<file path="config.mk">
export PLATFORM = sky130hd
export DESIGN_NAME = uart_tx_serializer
export DESIGN_NICKNAME = d
export VERILOG_FILES = /design/src/rtl/uart_tx_serializer.sv
export SDC_FILE = /design/constraint.sdc
export NUM_CORES = 1
export LEC_CHECK = 0
export CAP_MARGIN = 20
export CORE_MARGIN = 2
export CORE_UTILIZATION = 35
export DETAILED_ROUTE_END_ITERATION = 16
export GPL_ROUTABILITY_DRIVEN = 0
export PLACE_DENSITY = 0.59
export SLEW_MARGIN = 20
export SYNTH_ARGS = -nofsm -noshare
export SYNTH_HDL_FRONTEND = slang
export SYNTH_SLANG_ARGS = --single-unit
</file>
<file path="constraint.sdc">
create_clock -name clk -period 2.9 [get_ports clk]
set_input_delay 0.435 -clock clk [delete_from_list [all_inputs] [get_ports clk]]
set_output_delay 0.435 -clock clk [all_outputs]
set_load 0.005 [all_outputs]
</file>
<file path="src/rtl/uart_tx_serializer.sv">
// UART transmitter: start bit, SIZE data bits LSB first, optional even parity, one stop bit.
// Define UART_TX_PARITY_EN to insert the even-parity bit between the data and stop bits.
//
// state    | meaning
// ---------+----------------------------------------------------
// S_IDLE   | line high, waiting for tx_en
// S_START  | driving the start bit (0)
// S_DATA   | driving shift-register bit 0, SIZE bits in total
// S_PARITY | driving the even-parity bit (parity build only)
// S_STOP   | driving the stop bit (1); returns to S_IDLE
module uart_tx_serializer #(
  parameter int SIZE         = 8,
  parameter int CLKS_PER_BIT = 16
) (
  input  logic            clk,
  input  logic            rst,
  input  logic [SIZE-1:0] data_in,
  input  logic            tx_en,
  output logic            tx,
  output logic            tx_busy
);

  localparam int BAUD_W = $clog2(CLKS_PER_BIT);
  localparam int BIT_W  = (SIZE > 1) ? $clog2(SIZE) : 1;
  localparam logic [BAUD_W-1:0] BAUD_LAST = BAUD_W'(CLKS_PER_BIT - 1);
  localparam logic [BIT_W-1:0]  BIT_LAST  = BIT_W'(SIZE - 1);

`ifdef UART_TX_PARITY_EN
  typedef enum logic [2:0] {S_IDLE, S_START, S_DATA, S_PARITY, S_STOP} state_t;
`else
  typedef enum logic [2:0] {S_IDLE, S_START, S_DATA, S_STOP} state_t;
`endif

  state_t            state;
  logic [BAUD_W-1:0] baud_cnt;
  logic [BIT_W-1:0]  bit_cnt;
  logic [SIZE-1:0]   shreg;
`ifdef UART_TX_PARITY_EN
  logic              parity_bit;
`endif

  wire baud_done = (baud_cnt == BAUD_LAST);

  always_ff @(posedge clk) begin
    if (rst) begin
      state    <= S_IDLE;
      tx       <= 1'b1;
      tx_busy  <= 1'b0;
      baud_cnt <= '0;
      bit_cnt  <= '0;
      shreg    <= '0;
`ifdef UART_TX_PARITY_EN
      parity_bit <= 1'b0;
`endif
    end else begin
      case (state)
        S_IDLE: begin
          if (tx_en) begin
            state    <= S_START;
            tx       <= 1'b0;
            tx_busy  <= 1'b1;
            baud_cnt <= '0;
            bit_cnt  <= '0;
            shreg    <= data_in;
`ifdef UART_TX_PARITY_EN
            parity_bit <= ^data_in;
`endif
          end
        end
        S_START: begin
          if (baud_done) begin
            baud_cnt <= '0;
            state    <= S_DATA;
            tx       <= shreg[0];
            shreg    <= shreg >> 1;
          end else begin
            baud_cnt <= baud_cnt + 1'b1;
          end
        end
        S_DATA: begin
          if (baud_done) begin
            baud_cnt <= '0;
            if (bit_cnt == BIT_LAST) begin
              bit_cnt <= '0;
`ifdef UART_TX_PARITY_EN
              state <= S_PARITY;
              tx    <= parity_bit;
`else
              state <= S_STOP;
              tx    <= 1'b1;
`endif
            end else begin
              bit_cnt <= bit_cnt + 1'b1;
              tx      <= shreg[0];
              shreg   <= shreg >> 1;
            end
          end else begin
            baud_cnt <= baud_cnt + 1'b1;
          end
        end
`ifdef UART_TX_PARITY_EN
        S_PARITY: begin
          if (baud_done) begin
            baud_cnt <= '0;
            state    <= S_STOP;
            tx       <= 1'b1;
          end else begin
            baud_cnt <= baud_cnt + 1'b1;
          end
        end
`endif
        S_STOP: begin
          // tx is already high; only the busy flag and state change here
          if (baud_done) begin
            baud_cnt <= '0;
            state    <= S_IDLE;
            tx_busy  <= 1'b0;
          end else begin
            baud_cnt <= baud_cnt + 1'b1;
          end
        end
        default: begin
          state    <= S_IDLE;
          tx       <= 1'b1;
          tx_busy  <= 1'b0;
          baud_cnt <= '0;
          bit_cnt  <= '0;
        end
      endcase
    end
  end

endmodule

</file>
== After elaboration in Yosys (flattened, before gate mapping) ==
Cells that the tools add are included.

* Memory bits (writable): 0
* Memories: 0
* Bits in latches: 0
* Word-level logic and storage cells: 58
* Flip-flop bits (word level): 20
* ROM bits: 0
* Input port bits: 11
* Output and inout bits: 2

* $lt $le $gt $ge: 0
* Reduce and logical (&&, ||, !) cells: 10
* Add/subtract/negate cells: 2
* Multipliers: 0
* Eq/ne operators: 11
* Bitwise logic cells: 3
* Divide/modulo/power cells: 0
* Multiplexer cells: 26
* Shift operators: 0

{| class="wikitable"
|+ Operators by type and width
! operator !! count
|-
| $mux 8 || 4
|-
| $mux 3 || 8
|-
| $pmux 8 s3 || 1
|-
| $ne 2x2->1 const B || 6
|-
| $pmux 3 s4 || 1
|-
| $reduce_and 5->1 || 2
|-
| $pmux 3 s3 || 1
|-
| $mux 4 || 2
|-
| $pmux 4 s2 || 1
|-
| $eq 3x2->1 const B || 2
|-
| $mux 1 || 6
|-
| $reduce_and 3->1 || 2
|-
| $add 4x1->4 const B || 1
|-
| $eq 4x4->1 const B || 1
|-
| $pmux 1 s4 || 1
|-
| $reduce_and 4->1 || 1
|-
| $reduce_or 2->1 || 2
|-
| $add 3x1->3 const B || 1
|-
| $eq 3x1->1 const B || 1
|-
| $eq 3x3->1 const B || 1
|-
| $logic_not 3->1 || 1
|-
| $not 1->1 || 3
|-
| $pmux 1 s3 || 1
|-
| $reduce_bool 3->1 || 1
|-
| $reduce_or 3->1 || 1
|}

== Logic depth before layout (Yosys ltp) ==
* Depth after elaboration: 4
* Gate-level depth with buffers: 6
* Depth with buffers taken out: 5

== Worst setup path before layout ==
Ideal clock, no wire load.

* Path kind: flip-flop to flip-flop
* Start point: register state[1]
* End point: register shreg[0]
* Setup slack: 1.247 ns
* Library setup time: 0.132 ns
* Required time: 2.768 ns
* Arrival time: 1.522 ns
* Period minus slack after synthesis: 1.653 ns
* Stages on the path, launching flop included: 7
* Path buffers: 1
* Cells stage by stage: dfxtp_1 -> inv_1 -> ha_1 -> clkbuf_1 -> mux2_2 -> nand2_1 -> mux2i_1

* Longest elaborated chain between the ends: 3
* Elaborated cells on any way between the ends: 10
* Those cells by class: eq/ne (6); mux (1); reduce/logical (3)

{| class="wikitable"
|+ RTL lines
! what !! RTL line !! RTL
|-
| start: declaration || 34 || <nowiki>state_t state;</nowiki>
|-
| start signal: assignment || 46 || <nowiki>state <= S_IDLE;</nowiki>
|-
| start signal: assignment || 59 || <nowiki>state <= S_START;</nowiki>
|-
| start signal: assignment || 73 || <nowiki>state <= S_DATA;</nowiki>
|-
| $eq 3x2->1 (tied with other cells) || 56 || <nowiki>case (state)</nowiki>
|-
| $ne 2x2->1 (no line) / $reduce_bool 3->1 (equally long branches) || - ||
|-
| $reduce_and 5->1 (no line) || - ||
|-
| end signal: assignment || 64 || <nowiki>shreg <= data_in;</nowiki>
|-
| end signal: assignment || 75 || <nowiki>shreg <= shreg >> 1;</nowiki>
|-
| end signal: assignment || 95 || <nowiki>shreg <= shreg >> 1;</nowiki>
|-
| end: declaration || 37 || <nowiki>logic [SIZE-1:0] shreg;</nowiki>
|}

Several ways; a longest one is shown, not always the timed one.
A chain may end at the register's enable or synchronous reset.

== Worst setup path in the final report ==
* Start point: register state[0]
* End point: register state[1]

* Longest elaborated chain between the ends: 3
* Elaborated cells on any way between the ends: 11
* Those cells by class: eq/ne (8); mux (1); reduce/logical (2)

{| class="wikitable"
|+ RTL lines
! what !! RTL line
|-
| $eq 3x2->1 (tied with other cells) || 56
|-
| $ne 2x2->1 (no line) || -
|-
| $reduce_and 5->1 (no line) || -
|}

Several ways; a longest one is shown, not always the timed one.

==> impl_results.md <==
* Vias in the first global route at 868
* Site Rows at 20
* Comb pwr share at between 50% and 60%
* Crit. End Element: register
* Routed WL at a little under 2000 µm
* NetSw at between 0.4 and 0.5 mW
* Slowest cell on the critical path: dfxtp_1
* Top cells by count, synth: 24 x nand2_1, 19 x dfxtp_1, 13 x mux2i_1
* Post-DRT Antenna Nets at 0
* Asr flop ratio synth at 0%
* Die height at between 60 and 70 µm
* Yosys warns at 0
* Area growth syn-to-layout at 16.4%
* Total power at about 1.1 mW
* 1st-iter DRT viols at about 60
* EDFF count, synth at 0
* RSZ-0062 raised after global routing: false
* Final net count at 158
* Number of post-CTS setup repair buffers at 0
* Pre-CTS setup slack at ~0.83 ns
* CP Data Arrival Time at a little over 2 ns
* CP Max Fanout at 5
* Inserted Diodes at 0
* Total gr overflow at 0
* Via count at between 800 and 900
* Final setup violation count at 0
* Hold buffer count at CTS at 0
* Syn nets at ~150
* Clock slew at reported path FFs at approximately 0.11 ns
* Max VDD drop at between 0.4 and 0.5 mV
* Avg Inst Size Synth at ~9.0 µm²
* Final WS setup at between 1 and 1.5 ns
* Power density cells at 869 nW/µm²
* Kind of cell adding the most delay to the critical path: flip-flops
* Largest net degree at the start of global routing at 26
* Max frequency at roughly 550 MHz
* WP data required at 3.15 ns
* Initial antenna violation count at 0
* IO Port Bufs at 12
* Fin crit period at about 1.8 ns
* Status: finished, final reports clean
* Final Instance Area at between 1000 and 1500 µm²
* Worst Clk Skew at about 0.0064 ns
* Crit path largest cell delay at 0.41 ns
* Post-CTS sizing at 0
* Synth area leaders: dfxtp_1 34%, ha_1 12%, mux2i_1 12%
* Mapped Cells at 124
* Worst Tran Pin Value at slightly below 0.7 ns
* Sequential fraction of the synthesis area at between 30% and 40%
* Cell-internal power at around 0.70 mW
* Fin crit share at 62.8%
* HPWL after DPL at 1520 µm
* Root Driver: clkbuf_4
* Detailed Routing Iterations Pass 1 at 4
* Critical path class: register to register
* TritonCTS buffer count at 3
* Sw frac at 37.7%
* Post-synthesis cell type count at 28
* Die X at just over 60 µm
* Avg WL per Cell at approximately 11 µm
* Top-area cell type share of the netlist area at approximately 34%
* Placed Area at around 1300 µm²
* Synthesized area at roughly 1100 µm²
* Register bit total from synthesis at 19
* Worst path cell trace: inv_1 > ha_1 > or3_1 > a211oi_1 > mux2i_1
* Core Area at 3050 µm²
* CTS H-tree lvls at 1
* Hold WC Path Type: register to register
* Fin util at 42.5%
* Post-synth top area cell: dfxtp_1
* DRC viols at 0
* First-pass GRT wire length at 3560 µm
* Cell with the most instances after synthesis: nand2_1
* Part of the power in registers at a little over a third
* CTS tree: done
* Skew-Pair Late Insertion Delay at approximately 0.31 ns
* I/O Pins at 13
* Via density at approximately 4.9
* Final Hold Fails at 0
* Effective utilization at floorplan at 36.6%
* Slew Viols, Final at 0
* Die area at between 3000 and 4000 µm²
* Dominant synthesized flop cell: dfxtp_1
* Layout cell share with drive strength beyond 1 at between 8 and 9%
* Leak Pwr at between 0.5 and 0.6 nW
* # Max-Cap Violations at 0
* CP Launch Type: register
* Rel. slew slack at 54.1%
* Setup TNS at 0 ns
* CP bufs+invs at 1
* Clk network pwr share at around 12%
* CTS sink count at 19
* GRT Overall Usage at approximately an eighth
* Clock tree buffer depth at 2
[worst reg2reg max path, delay by kind of cell, from the launching register on]
kind	cells	cell delay (ns)
DFF	1	0.41
AOI/OAI and AO/OA	1	0.39
and+or+nand+nor	1	0.35
adders and majority gates	1	0.27
muxes	1	0.22
buffers and inverters	1	0.14
[metal layers]
metal / GRT usage, % / share of wire [%]
met4: 4.35 / 1.2
met3: 4.05 / 5.0
met1: 14.2 / 45
met2: 23.6 / 49
met5: 0 / 0
[power groups by stage]
stage	Combinational (mW)	Sequential (mW)	Clock (mW)
floorplan	0.485	0.392	0
global placement	0.594	0.400	0
detailed placement	0.600	0.403	0
CTS	0.604	0.398	0.145
global route	0.668	0.410	0.157
finish	0.596	0.396	0.136
[kinds of logic after synthesis]
logic type,share of synthesized area [%]
simple gates,20.4
mux,18.7
buf+inv,3.14
fa+ha+maj,12.3
flops,34.1
compound gates,11.3
[cell type report]
cell class | instances | area (µm²)
clock inverter | 1 | 5.00
fill | 321 | 1750
clock buffer | 3 | 22.5
inverter | 4 | 15.0
sequential | 19 | 380
tap | 44 | 55.1
timing repair buffer | 12 | 120
multi-input combinational | 96 | 701
[sequential cells by signal, indices dropped and copies added (netlist names)]
signal,flops
tx_busy,1
state,2
tx,1
shreg,8
baud_cnt,4
bit_cnt,3
[placed cells by master, fill, tap and decap left out, types with 4 or more instances in the layout]
| cell type | netlist | final |
|---|---|---|
| nor2_1 | 7 | 7 |
| ha_1 | 11 | 11 |
| inv_1 | 4 | 4 |
| a21oi_1 | 6 | 6 |
| mux2_2 | 7 | 7 |
| nand2_1 | 24 | 24 |
| dfxtp_1 | 19 | 19 |
| mux2i_1 | 13 | 13 |
| clkdlybuf4s50_1 | 0 | 12 |
| nand3_1 | 4 | 4 |
[final timing paths]
kind                                 to  depth (start not counted)             startpoint  slack, ns
setup / recovery  state[1]$_SDFFE_PP0P_                          5  state[0]$_SDFFE_PP0P_       1.08
hold reg to reg   shreg[3]$_SDFFE_PP0P_                          2  shreg[3]$_SDFFE_PP0P_       0.46
hold / removal    shreg[3]$_SDFFE_PP0P_                          2  shreg[3]$_SDFFE_PP0P_       0.46
setup reg to reg  state[1]$_SDFFE_PP0P_                          5  state[0]$_SDFFE_PP0P_       1.08
[stage by stage]
step                      cells  hold slack, ns
after floorplan             124           0.435
after global placement      175           0.446
after detailed placement    175           0.451
after CTS                   179           0.468
after global routing        179           0.492
final                       179           0.463
(Power assumes the default switching activity.)
